### src/rtl/aska_spi_pkg.sv
// Shared encodings for the ASKA SPI configuration port.
package aska_spi_pkg;
  typedef enum logic [2:0] {
    ST_IDLE,
    ST_CMD,
    ST_DATA,
    ST_FULL,
    ST_OVER
  } spi_state_e;

  localparam int CMD_RW_BIT   = 7;
  localparam int CMD_ADDR_MSB = 6;
  localparam int ERR_CNT_W    = 8;
endpackage

### src/rtl/aska_spi_sync.sv
// Synchronises the SPI pins into clk and produces registered edge pulses
// for SPI_Clk and SPI_CS, detected on the last two synchroniser taps.
module aska_spi_sync #(
  parameter int SYNC_STAGES = 2
) (
  input  logic clk,
  input  logic resetn,
  input  logic cs_pin,
  input  logic sclk_pin,
  input  logic mosi_pin,
  output logic mosi,
  output logic sclk_rise,
  output logic sclk_fall,
  output logic cs_rise,
  output logic cs_fall
);
  logic [SYNC_STAGES-1:0] cs_t, sclk_t, mosi_t;

  // CS taps reset low so a CS still held low across reset does not look
  // like a fresh falling edge; a later rise is harmless in IDLE.
  always_ff @(posedge clk or negedge resetn) begin
    if (!resetn) begin
      cs_t      <= '0;
      sclk_t    <= '0;
      mosi_t    <= '0;
      sclk_rise <= 1'b0;
      sclk_fall <= 1'b0;
      cs_rise   <= 1'b0;
      cs_fall   <= 1'b0;
    end else begin
      cs_t      <= {cs_t[SYNC_STAGES-2:0], cs_pin};
      sclk_t    <= {sclk_t[SYNC_STAGES-2:0], sclk_pin};
      mosi_t    <= {mosi_t[SYNC_STAGES-2:0], mosi_pin};
      sclk_rise <= sclk_t[SYNC_STAGES-2] & ~sclk_t[SYNC_STAGES-1];
      sclk_fall <= ~sclk_t[SYNC_STAGES-2] & sclk_t[SYNC_STAGES-1];
      cs_rise   <= cs_t[SYNC_STAGES-2] & ~cs_t[SYNC_STAGES-1];
      cs_fall   <= ~cs_t[SYNC_STAGES-2] & cs_t[SYNC_STAGES-1];
    end
  end

  assign mosi = mosi_t[SYNC_STAGES-1];
endmodule

### src/rtl/aska_spi_regbank.sv
// SPI mode-0 slave register bank: command byte + DATA_BYTES payload,
// validated at CS rise before anything is committed.
module aska_spi_regbank
  import aska_spi_pkg::*;
#(
  parameter int DATA_BYTES  = 4,
  parameter int NUM_REGS    = 4,
  parameter int SYNC_STAGES = 2,
  parameter logic [DATA_BYTES*8-1:0] RESET_VAL = '0
) (
  input  logic                             clk,
  input  logic                             resetn,
  input  logic                             SPI_CS,
  input  logic                             SPI_Clk,
  input  logic                             SPI_MOSI,
  output logic                             SPI_MISO,
  output logic [NUM_REGS*DATA_BYTES*8-1:0] reg_out,
  output logic [NUM_REGS-1:0]              wr_strobe,
  output logic                             rd_done,
  output logic                             frame_err,
  output logic [ERR_CNT_W-1:0]             err_count
);
  localparam int W          = DATA_BYTES * 8;
  localparam int FRAME_BITS = 8 + W;
  localparam int CW         = $clog2(FRAME_BITS + 1);

  logic mosi, sclk_rise, sclk_fall, cs_rise, cs_fall;

  aska_spi_sync #(.SYNC_STAGES(SYNC_STAGES)) u_sync (
    .clk      (clk),
    .resetn   (resetn),
    .cs_pin   (SPI_CS),
    .sclk_pin (SPI_Clk),
    .mosi_pin (SPI_MOSI),
    .mosi     (mosi),
    .sclk_rise(sclk_rise),
    .sclk_fall(sclk_fall),
    .cs_rise  (cs_rise),
    .cs_fall  (cs_fall)
  );

  spi_state_e state_q, state_d;
  logic [CW-1:0] cnt_q, cnt_d;
  logic [6:0]    cmd_sr;
  logic [7:0]    cmd_q, cmd_nxt;
  logic [W-1:0]  stage, tx, rd_word;
  logic [NUM_REGS-1:0][W-1:0] regs;
  logic miso_q;
  logic eval, in_range, ok_full, ignore, do_wr, do_rd, do_err;

  always_ff @(posedge clk or negedge resetn) begin
    if (!resetn) begin
      state_q <= ST_IDLE;
      cnt_q   <= '0;
    end else begin
      state_q <= state_d;
      cnt_q   <= cnt_d;
    end
  end

  // A CS fall outside IDLE closes the old frame and opens a new one.
  always_comb begin
    state_d = state_q;
    cnt_d   = cnt_q;
    eval    = 1'b0;
    if (cs_rise) begin
      state_d = ST_IDLE;
      cnt_d   = '0;
      eval    = (state_q != ST_IDLE);
    end else if (cs_fall) begin
      state_d = ST_CMD;
      cnt_d   = '0;
      eval    = (state_q != ST_IDLE);
    end else if (sclk_rise && state_q != ST_IDLE) begin
      if (cnt_q != CW'(FRAME_BITS)) cnt_d = cnt_q + 1'b1;
      case (state_q)
        ST_CMD:  if (cnt_q == CW'(7)) state_d = ST_DATA;
        ST_DATA: if (cnt_q == CW'(FRAME_BITS - 1)) state_d = ST_FULL;
        ST_FULL: state_d = ST_OVER;
        default: ;
      endcase
    end
  end

  assign in_range = ({1'b0, cmd_q[CMD_ADDR_MSB:0]} < 8'(NUM_REGS));
  assign ok_full  = (state_q == ST_FULL) && in_range;
  assign ignore   = (state_q == ST_CMD) && (cnt_q == '0);
  assign do_wr    = eval && ok_full && !cmd_q[CMD_RW_BIT];
  assign do_rd    = eval && ok_full && cmd_q[CMD_RW_BIT];
  assign do_err   = eval && !ok_full && !ignore;
  assign cmd_nxt  = {cmd_sr, mosi};

  always_comb begin
    rd_word = '0;
    for (int i = 0; i < NUM_REGS; i++)
      if (cmd_nxt[CMD_ADDR_MSB:0] == 7'(i)) rd_word = regs[i];
  end

  always_ff @(posedge clk or negedge resetn) begin
    if (!resetn) begin
      cmd_sr    <= '0;
      cmd_q     <= '0;
      stage     <= '0;
      tx        <= '0;
      miso_q    <= 1'b0;
      rd_done   <= 1'b0;
      frame_err <= 1'b0;
      err_count <= '0;
    end else begin
      rd_done   <= do_rd;
      frame_err <= do_err;
      if (do_err && err_count != '1) err_count <= err_count + 1'b1;
      if (sclk_rise && state_q == ST_CMD) begin
        cmd_sr <= cmd_nxt[6:0];
        if (cnt_q == CW'(7)) begin
          cmd_q <= cmd_nxt;
          tx    <= rd_word;
        end
      end
      if (sclk_rise && state_q == ST_DATA) stage <= {stage[W-2:0], mosi};
      // MISO only carries data during the payload phase of a read.
      if (state_q == ST_DATA && cmd_q[CMD_RW_BIT]) begin
        if (sclk_fall) begin
          miso_q <= tx[W-1];
          tx     <= tx << 1;
        end
      end else begin
        miso_q <= 1'b0;
      end
    end
  end

  always_ff @(posedge clk or negedge resetn) begin
    if (!resetn) begin
      regs      <= {NUM_REGS{RESET_VAL}};
      wr_strobe <= '0;
    end else begin
      for (int i = 0; i < NUM_REGS; i++) begin
        wr_strobe[i] <= do_wr && (cmd_q[CMD_ADDR_MSB:0] == 7'(i));
        if (do_wr && (cmd_q[CMD_ADDR_MSB:0] == 7'(i))) regs[i] <= stage;
      end
    end
  end

  assign reg_out  = regs;
  assign SPI_MISO = miso_q;
endmodule
### config.mk
export PLATFORM = sky130hd
export DESIGN_NAME = aska_spi_regbank
export DESIGN_NICKNAME = d
export VERILOG_FILES = /design/src/rtl/aska_spi_pkg.sv /design/src/rtl/aska_spi_sync.sv /design/src/rtl/aska_spi_regbank.sv
export SDC_FILE = /design/constraint.sdc
export NUM_CORES = 1
export LEC_CHECK = 0
export CAP_MARGIN = 20
export CORE_MARGIN = 1.5
export CORE_UTILIZATION = 55
export DETAILED_ROUTE_END_ITERATION = 8
export GPL_ROUTABILITY_DRIVEN = 1
export PLACE_DENSITY_LB_ADDON = 0.12
export SYNTH_ARGS = -nofsm -noshare
export SYNTH_HDL_FRONTEND = slang
export SYNTH_SLANG_ARGS = --single-unit
export TNS_END_PERCENT = 5
### constraint.sdc
create_clock -name clk -period 2.9 [get_ports clk]
set_clock_uncertainty 0.15 [all_clocks]
set_input_delay 0.29 -clock clk [delete_from_list [all_inputs] [get_ports clk]]
set_output_delay 0.29 -clock clk [all_outputs]
set_load 0.02 [all_outputs]
## Word-level counts from Yosys, hierarchy flattened

Cells that the tools add are included.

- Register bits after elaboration: 241
- Logic and storage cells: 100
- Input port bits: 5
- Output and inout port bits: 143

- Add/sub/neg operators: 2
- Reduce and logical (&&, ||, !) cells: 29
- Bitwise logic cells: 8
- Magnitude comparators: 1
- Equality and inequality tests: 16
- Multiplexer cells: 22

Operators by type and width:

| kind | count |
|---|---|
| 32-bit 2-to-1 mux | 8 |
| 7-bit by 2-bit == test with 1-bit output (second input constant) | 4 |
| 6-bit 2-to-1 mux | 4 |
| 1-bit logical AND | 16 |
| 3-bit 2-to-1 mux | 5 |
| 7-bit by 1-bit == test with 1-bit output (second input constant) | 2 |
| 7-bit logical NOT | 2 |
| 3-bit one-hot mux with 3 select lines | 1 |
| 3-bit nonzero test | 3 |
| 8-bit by 1-bit adder with 8-bit output (second input constant) | 1 |
| 4-bit by 2-bit != test with 1-bit output (second input constant) | 2 |
| 8-bit != test (second input constant) | 1 |
| 7-bit by 3-bit < comparator with 1-bit output (second input constant) | 1 |
| 6-bit by 1-bit adder with 6-bit output (second input constant) | 1 |
| 3-bit by 2-bit == test with 1-bit output (second input constant) | 2 |
| 6-bit by 3-bit == test with 1-bit output (second input constant) | 1 |
| 6-bit == test (second input constant) | 1 |
| 6-bit logical NOT | 1 |
| 6-bit != test (second input constant) | 1 |
| 5-bit nonzero test | 1 |
| 1-bit AND | 4 |
| 1-bit 2-to-1 mux | 4 |
| 1-bit inverter | 4 |
| 2-bit AND reduction | 2 |
| other kinds (4) | 6 |

## Longest topological paths before layout

- Word-level depth: 9
- Depth in mapped cells: 8
- Mapped depth without buffers: 7

## By module

A second synthesis with hierarchy kept.

- Cell total of the unflattened synthesis: 760
- Area total of the unflattened synthesis: 10228.6 um2

By module, submodules not included:

| module | times used | seq. area each (um2) | area each (um2) | cells an instance |
|---|---|---|---|---|
| aska_spi_regbank | 1 | 5780.5 | 9943.3 | 746 |
| aska_spi_sync | 1 | 250.2 | 285.3 | 14 |

## Least setup slack after synthesis

Ideal clock, no wire load.

- Path kind: reg-to-reg
- From: register cmd_q[5]
- To: register regs, in the netlist reg_out[10]
- Slack: 0.521 ns
- Required time: 2.625 ns
- Stages on the path, launching flop included: 6
- Buffers on the path: 1
- Library setup time: 0.125 ns
- Period minus slack after synthesis: 2.379 ns
- Data arrival time: 2.105 ns
- Cell sequence: dfrtp_1 > or4_4 > nor4_4 > nor3b_2 > buf_4 > mux2_2

- Cells in the longest elaborated chain, start to end: 5
- Elaborated cells on any way between the ends: 6
- Those cells by class: order compare (1); reduce/logical (5)

RTL lines:

| what | line | RTL |
|---|---|---|
| from (decl) | aska_spi_regbank.sv:45 | `logic [7:0] cmd_q, cmd_nxt;` |
| from (signal assigned) | aska_spi_regbank.sv:116 | `cmd_q <= cmd_nxt;` |
| 7-bit by 3-bit < comparator with 1-bit output | aska_spi_regbank.sv:85 | `assign in_range = ({1'b0, cmd_q[CMD_ADDR_MSB:0]} < 8'(NUM_REGS));` |
| 1-bit logical AND | aska_spi_regbank.sv:86 | `assign ok_full = (state_q == ST_FULL) && in_range;` |
| 1-bit logical AND (2 in a row) | aska_spi_regbank.sv:88 | `assign do_wr = eval && ok_full && !cmd_q[CMD_RW_BIT];` |
| 1-bit logical AND * | aska_spi_regbank.sv:140 | `if (do_wr && (cmd_q[CMD_ADDR_MSB:0] == 7'(i))) regs[i] <= stage;` |
| to (signal assigned) | aska_spi_regbank.sv:135 | `regs <= {NUM_REGS{RESET_VAL}};` |
| to (signal, indexed assignment) | aska_spi_regbank.sv:140 |  |
| to (decl) | aska_spi_regbank.sv:47 | `logic [NUM_REGS-1:0][W-1:0] regs;` |

Every way passes the cells marked *; elsewhere a longest branch is shown, timed or not.
A chain may end at the register's enable or synchronous reset.

## Worst setup path in the final report

- From: register cmd_q[5]
- To: register regs, in the netlist reg_out[26]

Same word-level chain as after synthesis.

==> results_dict.tcl <==
set metrics [dict create \
    place_worst_setup_slack_ps 293.5 \
    design.portCount 148 \
    swShare_pct 24.81 \
    power.density_mw_per_mm2 587.6 \
    synth.lib_cells_used.distinct 43 \
    cts.reportedPaths.clkPinSlew_ps 60 \
    power.sequential.fraction_pct 47.7 \
    die_area_mm2 0.01952 \
    port_buffer_cells 147 \
    rows 49 \
    grt_overflow 0 \
    floorplan.initialDensity_pct 56.66 \
    power.share.clock_pct 41.7 \
    setup_violations 0 \
    num_vias 7047 \
    nFillCells 1227 \
    cap_viol_max_count 0 \
    ff_latch_area_mm2 0.006036 \
    areaGrowthSynthToFinish_pct 25.63 \
    detail_route.vias_per_cell 6.044 \
    start_kind "register" \
    synthDominantCellAreaShare_pct 58.65 \
    synth_enable_flop_cells 0 \
    ys_warn_count 0 \
    kind_of_path_behind_the_tightest_hold_check "in2reg" \
    ant_nets 0 \
    drt-initial-drc-count 457 \
    via_count_of_the_first_global_routing_pass 7438 \
    route.final.wire_length_um 24320 \
    cts_resized 0 \
    netlist_top_cells_count "dfrtp_1, mux2_2, o21ai_0, clkbuf_1" \
    grt_setup_unrepaired "no" \
    p_leak_nw 5.922 \
    fmax_mhz 378.6 \
    dominantRegCellSynth "dfrtp_1" \
    critPathMaxFanout 20 \
    cp_data_required_time_ps 3140 \
    multiInputGateArea_mm2 0.004025 \
    worst_slew_pin_slew_ps 718.6 \
    dp_hpwl_um 15590 \
    cts_root_buf "clkbuf_16" \
    number_of_max_slew_violations_in_the_final_report 0 \
    crit_path_end_kind "register" \
    cts_tree "done" \
    yosys-top-cells-area "dfrtp_1, mux2_2, o21ai_0, mux2i_1, o22a_1" \
    violations "design-rule violations" \
    antenna_cells_inserted 0 \
    tritoncts.num_buffers 25 \
    slew-limit-headroom_pct 51.72 \
    design.final.nets 927 \
    dieWidth_um 139.7 \
    synth_area_mm2 0.01028 \
    wl_per_cell_um 20.86 \
    maximum_number_of_pins_on_one_net_before_global_route_repair 95 \
    core_region_area_mm2 0.01815 \
    synth_seq_area_share_pct 58.65 \
    crit_type "reg2reg" \
    die_h_um 139.7 \
    drcViolationCount 11 \
    cts_htree_levels 1 \
    antenna_found_initial 0 \
    globalplace.congestion 0.7985 \
    per_instance_average_area_after_synthesis_um2 13.28 \
    fraction_of_registers_with_async_set_reset_pct 100.0 \
    pwr-share-comb_pct 10.6 \
    grt_first_pass_wirelength_um 39580 \
    post-route-min-period_ps 2641 \
    drtPass1Iterations 7 \
    timing.final.ws_setup_ps 258.9 \
    internal_power_mw 5.707 \
    status "complete, but fails checks" \
    setup_total_negative_slack_ps 0 \
    postSynthCellCount 774 \
    yosys_register_bits 241 \
    synthesis.nets 782 \
    netlist.top_cell.by_area "dfrtp_1" \
    clock_latency_ps 510 \
    timing.final.hold_violations 0 \
    ctsLongestPathBuffers 3 \
    synth_most_common_cell "dfrtp_1" \
    cts_sinks 241 \
    grtUsageTotal_pct 25.33 \
    drive_gt1_share_pct 26.25 \
    min_period_over_period_pct 91.07 \
    crit_arrival_ps 2880 \
    vdd_drop_max_mv 0.4202 \
    netSwitchingPower_mw 1.883 \
]
repair_timing:
action,CTS,global route
hold buffers,1,0
buffers inserted,0,0
endpoints found under the hold margin,89,0
metrics by stage:
step	std cells	power (mW)	hold WS [ps]	util (%)	cell area, um^2
6_report	1166	7.591	76.87	71.18	12920
5_1_grt	1166	7.862	61.22	71.18	12920
4_1_cts	1166	7.639	64.55	71.18	12920
3_5_place_dp	1120	4.476	207.5	66.60	12090
3_3_place_gp	1119	4.440	187.2	66.51	12070
2_1_floorplan	774	4.136	-155.6	-	10280
sequential cells by signal (all words and copies together) (netlist names), 2 cells and up:
| name | flops |
|---|---|
| reg_out | 128 |
| stage | 32 |
| tx | 32 |
| cmd_q | 8 |
| err_count | 8 |
| cmd_sr | 7 |
| cnt_q | 6 |
| wr_strobe | 4 |
| state_q | 3 |
| u_sync.cs_t | 2 |
| u_sync.mosi_t | 2 |
| u_sync.sclk_t | 2 |
worst max-delay path, stage by stage (launching register included):
cell and delay (ps):
dfrtp_1 390, or4_4 570, nor4_4 390, nor3b_4 270, buf_4 360, mux2_2 390
logic make-up after synthesis:
logic type      after synthesis  share of synthesized area, %
simple gates                120                         7.009
fa+ha+maj                     3                        0.3651
flops                       241                         58.65
mux                         204                         22.17
compound gates              140                         8.774
buf+inv                      58                         2.349
xor+xnor                      8                        0.6815
power groups by stage:
stage | clock network, mW | registers, mW | logic, mW
5_1_grt | 3.36 | 3.64 | 0.867
2_1_floorplan | 0 | 3.62 | 0.520
3_3_place_gp | 0 | 3.67 | 0.772
6_report | 3.16 | 3.62 | 0.806
4_1_cts | 3.22 | 3.62 | 0.804
3_5_place_dp | 0 | 3.68 | 0.796
layer usage:
layer | part of all wire (%) | GRT usage [%]
met3 | 5.6 | 4.336
met4 | 1.9 | 7.756
met2 | 49 | 42.50
met5 | 0 | 0
met1 | 43 | 33.99
area by class of cell:
type / instances / area share [%]
multi-input combinational: 475 / 31.16
clock buffer: 33 / 5.463
sequential: 241 / 46.73
tap: 229 / 2.218
clock inverter: 12 / 0.9008
inverter: 5 / 0.1453
timing repair buffer: 171 / 13.39
final timing paths:
check | from | end | slack (ps) | cells past startpoint
min in group asynchronous | resetn | cnt_q[3] | 250 | 2
max in group asynchronous | resetn | u_sync.mosi_t[1] | 1450 | 3
worst max register to register | cmd_q[5] | reg_out[26] | 260 | 5
worst min-delay path | SPI_Clk | u_sync.sclk_t[0] | 80 | 1
worst max-delay path | cmd_q[5] | reg_out[26] | 260 | 5
worst min register to register | u_sync.mosi_t[0] | u_sync.mosi_t[1] | 220 | 0
layout by cell type (no fill, tap or decap), types with 25 or more instances in the layout:
master,n
a22oi_1,30
mux2i_1,32
mux2_2,169
clkdlybuf4s50_1,146
nor3b_1,32
o22a_1,30
dfrtp_1,239
clkbuf_16,25
o21ai_0,66
nand2_1,31
Note: power is estimated with default switching activity, not from simulation.
